<file path="src/rtl/line_pkg.sv">
// rtl/line_pkg.sv - mode codes, direction codes and route lookup shared with the motor driver
package line_pkg;

   typedef logic [4:0] state_t;

   localparam state_t MODE_IDLE          = 5'd0;
   localparam state_t MODE_START         = 5'd1;
   localparam state_t MODE_COUNT         = 5'd2;
   localparam state_t MODE_STRAIGHT      = 5'd3;
   localparam state_t MODE_CHOOSE        = 5'd4;
   localparam state_t MODE_TURN_STRAIGHT = 5'd5;
   localparam state_t MODE_TURN_LEFT     = 5'd6;
   localparam state_t MODE_TURN_RIGHT    = 5'd7;
   localparam state_t MODE_STOP          = 5'd30;
   localparam state_t MODE_ERROR         = 5'd31;

   localparam logic [1:0] DIR_STRAIGHT = 2'b00;
   localparam logic [1:0] DIR_LEFT     = 2'b01;
   localparam logic [1:0] DIR_RIGHT    = 2'b10;
   localparam logic [1:0] DIR_STOP     = 2'b11;

   // Entries past the end of the 8-slot table read as STOP.
   function automatic logic [1:0] route_entry(input logic [15:0] route, input logic [3:0] idx);
      logic [1:0] entry;
      entry = DIR_STOP;
      for (int i = 0; i < 8; i++) begin
         if (idx == 4'(i)) entry = route[2*i +: 2];
      end
      return entry;
   endfunction

endpackage

</file>
<file path="src/rtl/sensor_filter.sv">
// rtl/sensor_filter.sv - two-flop synchroniser and stability filter for the IR sensor vector
module sensor_filter #(
   parameter int unsigned FILTER_CYCLES = 1000
) (
   input  logic       clk,
   input  logic       rst_n,
   input  logic [2:0] sensor,
   output logic [2:0] fs
);

   localparam int unsigned   CW       = (FILTER_CYCLES > 1) ? $clog2(FILTER_CYCLES) : 1;
   localparam logic [CW-1:0] CNT_LAST = CW'(FILTER_CYCLES - 1);

   logic [2:0]    sync1;
   logic [2:0]    sync2;
   logic [CW-1:0] cnt;

   // cnt restarts on the edge where sync2 takes a new value, so it holds CNT_LAST
   // only after sync2 has been steady for FILTER_CYCLES cycles.
   always_ff @(posedge clk or negedge rst_n) begin
      if (!rst_n) begin
         sync1 <= '0;
         sync2 <= '0;
         cnt   <= '0;
         fs    <= '0;
      end else begin
         sync1 <= sensor;
         sync2 <= sync1;
         if (cnt == CNT_LAST) fs <= sync2;
         if (sync1 != sync2) begin
            cnt <= '0;
         end else if (cnt != CNT_LAST) begin
            cnt <= cnt + CW'(1);
         end
      end
   end

endmodule

</file>
<file path="src/rtl/line_mode_fsm.sv">
// rtl/line_mode_fsm.sv - line-follower mission sequencer driving the motor driver mode code
module line_mode_fsm
   import line_pkg::*;
#(
   parameter int unsigned COUNT_CYCLES  = 100_000_000,
   parameter int unsigned FILTER_CYCLES = 1000,
   parameter int unsigned LOST_CYCLES   = 50_000_000,
   parameter int unsigned TURN_MIN      = 20_000_000,
   parameter int unsigned TURN_MAX      = 300_000_000,
   parameter int unsigned ROUTE_LEN     = 8,
   parameter logic [15:0] ROUTE         = 16'h0000
) (
   input  logic       clk,
   input  logic       rst_n,
   input  logic       start,
   input  logic       abort,
   input  logic [2:0] sensor,
   output logic [4:0] mode,
   output logic [2:0] route_idx,
   output logic       busy
);

   localparam logic [3:0] IDX_END = 4'(ROUTE_LEN);

   state_t      state;
   state_t      next_state;
   logic [3:0]  idx;
   logic [3:0]  next_idx;
   logic [31:0] timer;
   logic [31:0] lost;
   logic [2:0]  fs;
   logic [1:0]  entry;

   sensor_filter #(
      .FILTER_CYCLES(FILTER_CYCLES)
   ) u_sensor_filter (
      .clk    (clk),
      .rst_n  (rst_n),
      .sensor (sensor),
      .fs     (fs)
   );

   assign entry = route_entry(ROUTE, idx);

   always_comb begin
      next_state = state;
      next_idx   = idx;
      if (abort) begin
         next_state = MODE_IDLE;
      end else begin
         case (state)
            MODE_IDLE: if (start) next_state = MODE_START;
            MODE_START: begin
               next_state = MODE_COUNT;
               next_idx   = '0;
            end
            MODE_COUNT: if (timer == 32'(COUNT_CYCLES - 1)) next_state = MODE_STRAIGHT;
            MODE_STRAIGHT: begin
               if (fs == 3'b111) next_state = MODE_CHOOSE;
               else if (fs == 3'b000 && lost == 32'(LOST_CYCLES - 1)) next_state = MODE_ERROR;
            end
            MODE_CHOOSE: begin
               if (idx >= IDX_END || entry == DIR_STOP) begin
                  next_state = MODE_STOP;
               end else begin
                  case (entry)
                     DIR_LEFT:  next_state = MODE_TURN_LEFT;
                     DIR_RIGHT: next_state = MODE_TURN_RIGHT;
                     default:   next_state = MODE_TURN_STRAIGHT;
                  endcase
                  next_idx = idx + 4'd1;
               end
            end
            MODE_TURN_STRAIGHT, MODE_TURN_LEFT, MODE_TURN_RIGHT: begin
               if (timer >= 32'(TURN_MIN - 1) && fs == 3'b010) next_state = MODE_STRAIGHT;
               else if (timer == 32'(TURN_MAX - 1)) next_state = MODE_ERROR;
            end
            MODE_STOP, MODE_ERROR: if (start) next_state = MODE_IDLE;
            default: next_state = MODE_ERROR;
         endcase
      end
   end

   always_ff @(posedge clk or negedge rst_n) begin
      if (!rst_n) begin
         state <= MODE_IDLE;
         idx   <= '0;
         timer <= '0;
         lost  <= '0;
      end else begin
         state <= next_state;
         idx   <= next_idx;
         timer <= (next_state != state) ? 32'd0 : timer + 32'd1;
         lost  <= (state == MODE_STRAIGHT && fs == 3'b000) ? lost + 32'd1 : 32'd0;
      end
   end

   assign mode      = state;
   // An exhausted 8-entry route reports the last slot; idx itself saturates at 8.
   assign route_idx = idx[3] ? 3'd7 : idx[2:0];
   assign busy      = (state >= MODE_START) && (state <= MODE_TURN_RIGHT);

endmodule

</file>
<file path="config.mk">
export PLATFORM = sky130hd
export DESIGN_NAME = line_mode_fsm
export DESIGN_NICKNAME = d
export VERILOG_FILES = /design/src/rtl/line_pkg.sv /design/src/rtl/sensor_filter.sv /design/src/rtl/line_mode_fsm.sv
export SDC_FILE = /design/constraint.sdc
export NUM_CORES = 1
export LEC_CHECK = 0
export ABC_CLOCK_PERIOD_IN_PS = 8600
export CAP_MARGIN = 10
export CORE_MARGIN = 2
export CORE_UTILIZATION = 25
export CTS_CLUSTER_SIZE = 30
export DETAILED_ROUTE_END_ITERATION = 10
export SETUP_SLACK_MARGIN = 0.1
export SKIP_LAST_GASP = 1
export SLEW_MARGIN = 0
export SYNTH_ARGS = -nofsm -noshare
export SYNTH_HDL_FRONTEND = slang
export SYNTH_SLANG_ARGS = --single-unit
</file>
<file path="constraint.sdc">
create_clock -name clk -period 8.6 [get_ports clk]
set_input_delay 1.29 -clock clk [delete_from_list [all_inputs] [get_ports clk]]
set_output_delay 1.29 -clock clk [all_outputs]
set_load 0.03 [all_outputs]
</file>
After elaboration in Yosys (flattened, before gate mapping). Index checks and enable logic that the tools add are counted. W data, S select, Z words.

Flip-flop bits (word level): 92. Output and inout port bits: 9. Logic and storage cells: 85.

Add/subtract/negate cells: 4. Order comparisons: 4. Equality and inequality tests: 29. Mux-type cells: 26. Bitwise operators: 1. Reduce and logical (&&, ||, !) cells: 13.

Operator list (count): $add A32 B1 Y32 const B (2); $mux W32 (2); $mux W5 (9); $pmux W5 S7 (1); $eq A32 B26 Y1 const B (1); $eq A32 B27 Y1 const B (1); $eq A32 B29 Y1 const B (1); $ge A32 B25 Y1 const B (1); $eq A5 B3 Y1 const B (4); $mux W10 (2); $eq A4 B3 Y1 const B (4); $mux W2 (8); $add A10 B1 Y10 const B (1); $eq A10 B10 Y1 const B (1); $eq A5 B2 Y1 const B (2); $eq A5 B5 Y1 const B (2); $ne A10 B10 Y1 const B (1); $eq A4 B2 Y1 const B (2); $pmux W4 S2 (1); $eq A5 B1 Y1 const B (1); $ge A5 B1 Y1 const B (1); $le A5 B3 Y1 const B (1); $logic_not A5 Y1 (1); $ne A5 B5 Y1 (1); other kinds (21) (26).

Logic depth before layout (Yosys ltp).
Word-level depth: 16. Mapped depth: 10. Gate-level depth less buffers: 9.

By module. A second synthesis with hierarchy kept.

Cells, all modules: 532. Area, all modules: 5255.0 um^2.

Modules (own cells, without submodules): line_mode_fsm (instances 1, cells an instance 463, area an instance 4420.5 um^2, sequential area each 1826.8 um^2); sensor_filter (instances 1, cells an instance 69, area an instance 834.6 um^2, sequential area each 475.5 um^2).

Worst setup path after synthesis. Ideal clock, no wire load.

Path type: reg-to-reg. From: reg state[3], in the netlist mode[3]. To: reg timer[10]. Setup time: 0.096 ns. Arrival time: 2.788 ns. Data required time: 8.504 ns. Path slack: 5.716 ns. Cell stages (with the launch flop): 9. Path buffers: 1. Period minus slack after synthesis: 2.884 ns. Path through: dfrtp_1 -> or3b_1 -> or4_1 -> nor4_1 -> nand4b_1 -> o21ai_2 -> mux2_2 -> buf_4 -> nor4_2.

Longest elaborated chain between the ends: 6. Elaborated cells between the ends (all ways): 23. Those cells by class: eq/ne (10); mux (10); reduce/logical (3).

RTL lines: from (decl) (RTL line line_mode_fsm.sv:25) `state_t state;`; from (signal assigned) (RTL line line_mode_fsm.sv:91) `state <= next_state;`; $eq A5 B3 Y1 (tied with other cells) (RTL line line_mode_fsm.sv:51) `case (state)`; $reduce_or A3 Y1 (tied with other cells) (RTL line line_mode_fsm.sv:51); $pmux W5 S7 (*) (RTL line line_mode_fsm.sv:51); $mux W5 (*) (RTL line line_mode_fsm.sv:48) `if (abort) begin`; net next_state[3] (RTL line line_mode_fsm.sv:26) `state_t next_state;`; $ne A5 B5 Y1 (*) (RTL line line_mode_fsm.sv:93) `timer <= (next_state != state) ? 32'd0 : timer + 32'd1;`; $mux W32 (*) (RTL line line_mode_fsm.sv:93); to (signal assigned) (RTL line line_mode_fsm.sv:93); to (decl) (RTL line line_mode_fsm.sv:29) `logic [31:0] timer;`.

The timed path passes the listed nets; every way through them passes the cells marked *. A chain may end at the register's enable or synchronous reset.

Worst setup path after layout.
From: reg state[2], in the netlist mode[2]. To: reg timer[1].

Longest elaborated chain between the ends: 6. Elaborated cells between the ends (all ways): 23. Those cells by class: eq/ne (10); mux (10); reduce/logical (3).

RTL lines (RTL line): $eq A5 B3 Y1 / $eq A5 B5 Y1 (equally long branches) (line_mode_fsm.sv:51); $reduce_or A3 Y1 / $reduce_or A2 Y1 (equally long branches) (line_mode_fsm.sv:51); $pmux W5 S7 (*) (line_mode_fsm.sv:51); $mux W5 (*) (line_mode_fsm.sv:48); net next_state[3] (line_mode_fsm.sv:26); $ne A5 B5 Y1 (*) (line_mode_fsm.sv:93); $mux W32 (*) (line_mode_fsm.sv:93).

Marks and branches as above.

==> reports/qor.yml <==
route:
  routed_wl_um: 10300
  dr.pass1.iters: 4
  wl_met2_um: 4690
  drt_iter0_markers: 223
  top_layer: "met4"
  met1_length_um: 5200
  drc: 0
  vias: 3759
  postRouteAntennaNets: 0
  wire_per_inst_um: 12.9
  vias_per_cell: 4.68
  dr_wl_met3_um: 321
logic_synthesis:
  synth_flop_cell: "dfrtp_1"
  synth_edf_count: 0
  post-synth-top-area-cell: "dfrtp_1"
  synth_most_common_cell: "dfrtp_1"
  syn_inst: 519
  synthTopCellsByArea: "dfrtp_1 (45%), nor4_2 (7.5%), xor2_1 (6.0%)"
  synth.net_count: 533
  yosysUniqueCellTypes: 54
  ys_seq_area_frac: 0.447
  synth-seq-cells: 92
  avgSynthCellArea_sq_um: 9.93
  netlist_area_sq_um: 5150
  ys_warn_count: 0
  synth_common_cells: "dfrtp_1 (92), nor2_1 (70), nand2_1 (44)"
  ys_async_sr_fraction: 1.00
  synth_top_area_frac: 0.447
floorplan:
  ios: 16
  die_area_sq_um: 21800
  die_x_um: 148
  rows: 52
  die_h_um: 148
  coreArea_sq_um: 20200
  initial_core_util: 0.255
sta:
  relSlewSlack: 0.319
  tightest_slew_ps: 1020
  fin_setup_tns_ps: 0
  skew_ps: 10.8
  setup_viol: 0
  max_freq_ghz: 0.288
  grt_setup_unrepaired: "false"
  finalCritPeriodShare: 0.404
  finalHoldViolations: 0
  slew_violations: 0
  layout_min_cycle_time_ps: 3480
  whs_ps: 391
critical_path:
  crit_chain: "or3b_1 -> or4_1 -> nor4_1 -> nand4b_1 -> o21ai_2 -> mux2_2 -> nor4b_1"
  max_stage_delay_ps: 700
  path_buf_inv: 0
  critical_path.startpoint_type: "flop"
  reg2regPathDepth: 7
  r2r_start: "mode[2]"
  critPathKind: "flop to flop"
  r2r_setup_slack_ps: 5120
  crit_required_ps: 8840
  worst_setup_path_end_kind: "flop"
  crit_path_max_fanout: 32
  cpLargestDelayFamily: "simple AND/OR/NAND/NOR gates"
  critPathArrivalTime_ps: 3710
  rr_endpoint: "timer[1]"
  cp_slowest_cell: "mux2_2"
finish:
  diodes: 0
  final_util: 0.291
  area_delta_synth_final_pct: 14.1
  postLayoutCellArea_sq_um: 5880
  stdcell_count: 803
  layout-drive-gt1-share: 0.133
  num-nets-final: 542
cts:
  post_cts_resized: 0
  clkTransAtPathRegs_ps: 70
  worstSkewPairLatency_ps: 350
  cts.htree.levels: 3
  cts_root_buf: "clkbuf_16"
  clock-sinks: 92
  cts_buffers: 9
  clockBufferDepth: 2
  cts_tree: "yes"
  post_cts_buffers: 0
  cts_hold_buffers: 0
power:
  power_density_nw_per_um2: 233
  p_leak_nw: 2.15
  ir_worst_vdd_mv: 0.124
global_routing:
  antenna_found_initial: 0
  grt_first_pass_wirelength_um: 18300
  grt_pass1_vias: 3764
  overflow: 0
  grt_max_degree: 70
  grt_usage: 0.101
placement:
  dp_cells: 787
  gp_congestion: 0.763
  place_area_sq_um: 5550
  dpl.hpwl_um: 6880
  port_buffers: 15
min_path:
  min_path_cells: 0
  min_from: "u_sensor_filter.sync1[2]"
  min_to: "u_sensor_filter.sync2[2]"
  hold_path.class: "flop to flop"
run_status:
  outcome: "finished, final reports clean"
job:
  maxCapViolCount: 0
-- worst reg2reg max path, stage by stage (launching register included) --
cell,delay [ps]
dfrtp_1,620
or3b_1,460
or4_1,510
nor4_1,390
nand4b_1,190
o21ai_2,100
mux2_2,700
nor4b_1,420
-- kinds of logic (layout without fill, tap and decap cells) --
kind of cell,after synthesis,in the layout,share of synthesized area
AO/OA/AOI/OAI,45,45,0.0598
XOR/XNOR,67,67,0.114
adder cells (fa/ha/maj),7,7,0.0170
buffers and inverters,34,48,0.0340
flip-flops,92,92,0.447
multiplexers,7,7,0.0155
AND/OR/NAND/NOR,267,267,0.313
-- layer usage --
metal	track usage	vias up
met5	0	-
met4	0.0337	0
met3	0.0179	9
met2	0.159	59
met1	0.141	1830
li1	-	1861
-- power by group --
group          switching [W]  leakage [nW]  internal, W  total, W
Combinational       0.000323         0.729     0.000119  0.000443
Sequential         0.0000332          1.27     0.000449  0.000483
Clock               0.000183         0.159     0.000260  0.000442
Total               0.000539          2.15     0.000828   0.00137
-- state kept, by name, summed over array words and instances, names as in the netlist --
signal                 cells
u_sensor_filter.sync2      3
u_sensor_filter.fs         3
lost                      32
idx                        4
timer                     32
mode                       5
u_sensor_filter.sync1      3
u_sensor_filter.cnt       10
-- final cells by class --
class | count | area (sq um)
inverters | 13 | 48.8
flip-flops and latches | 92 | 2300
clock buffers | 9 | 225
fillers | 2072 | 14400
well taps | 270 | 338
multi-input cells | 393 | 2680
clock inverters | 7 | 105
repair buffers | 19 | 178
-- metrics by stage --
stage	setup slack, ps	power (W)
after floorplan	5720	0.000854
after global placement	4930	0.000936
after detailed placement	4920	0.000935
after CTS	5130	0.00138
after global routing	4830	0.00144
final	5120	0.00137
-- how the worst max path moves through the flow --
stage / startpoint / to / slack (ps) / depth (start not counted)
global placement: start / timer[31] / 4930 / 8
global route: mode[2] / timer[1] / 4830 / 7
floorplan: mode[3] / timer[10] / 5720 / 8
finish: mode[2] / timer[1] / 5120 / 7
CTS: mode[2] / timer[31] / 5130 / 7
detailed placement: start / timer[31] / 4920 / 8
-- placed cells by master (no fill, tap or decap), drive strengths merged, types with 5 or more instances in the layout --
cell type      count
ha                 7
nand4             15
o21ai             14
a21oi             12
xnor2             32
buf                5
nor4              40
nor2              70
nor3              12
nand3             28
dfrtp             92
clkbuf             9
mux2               5
nand2             44
or2                5
or3               11
or4                5
xor2              35
inv               16
and3              12
clkdlybuf4s50     14
Note: power is estimated with default switching activity, not from simulation.
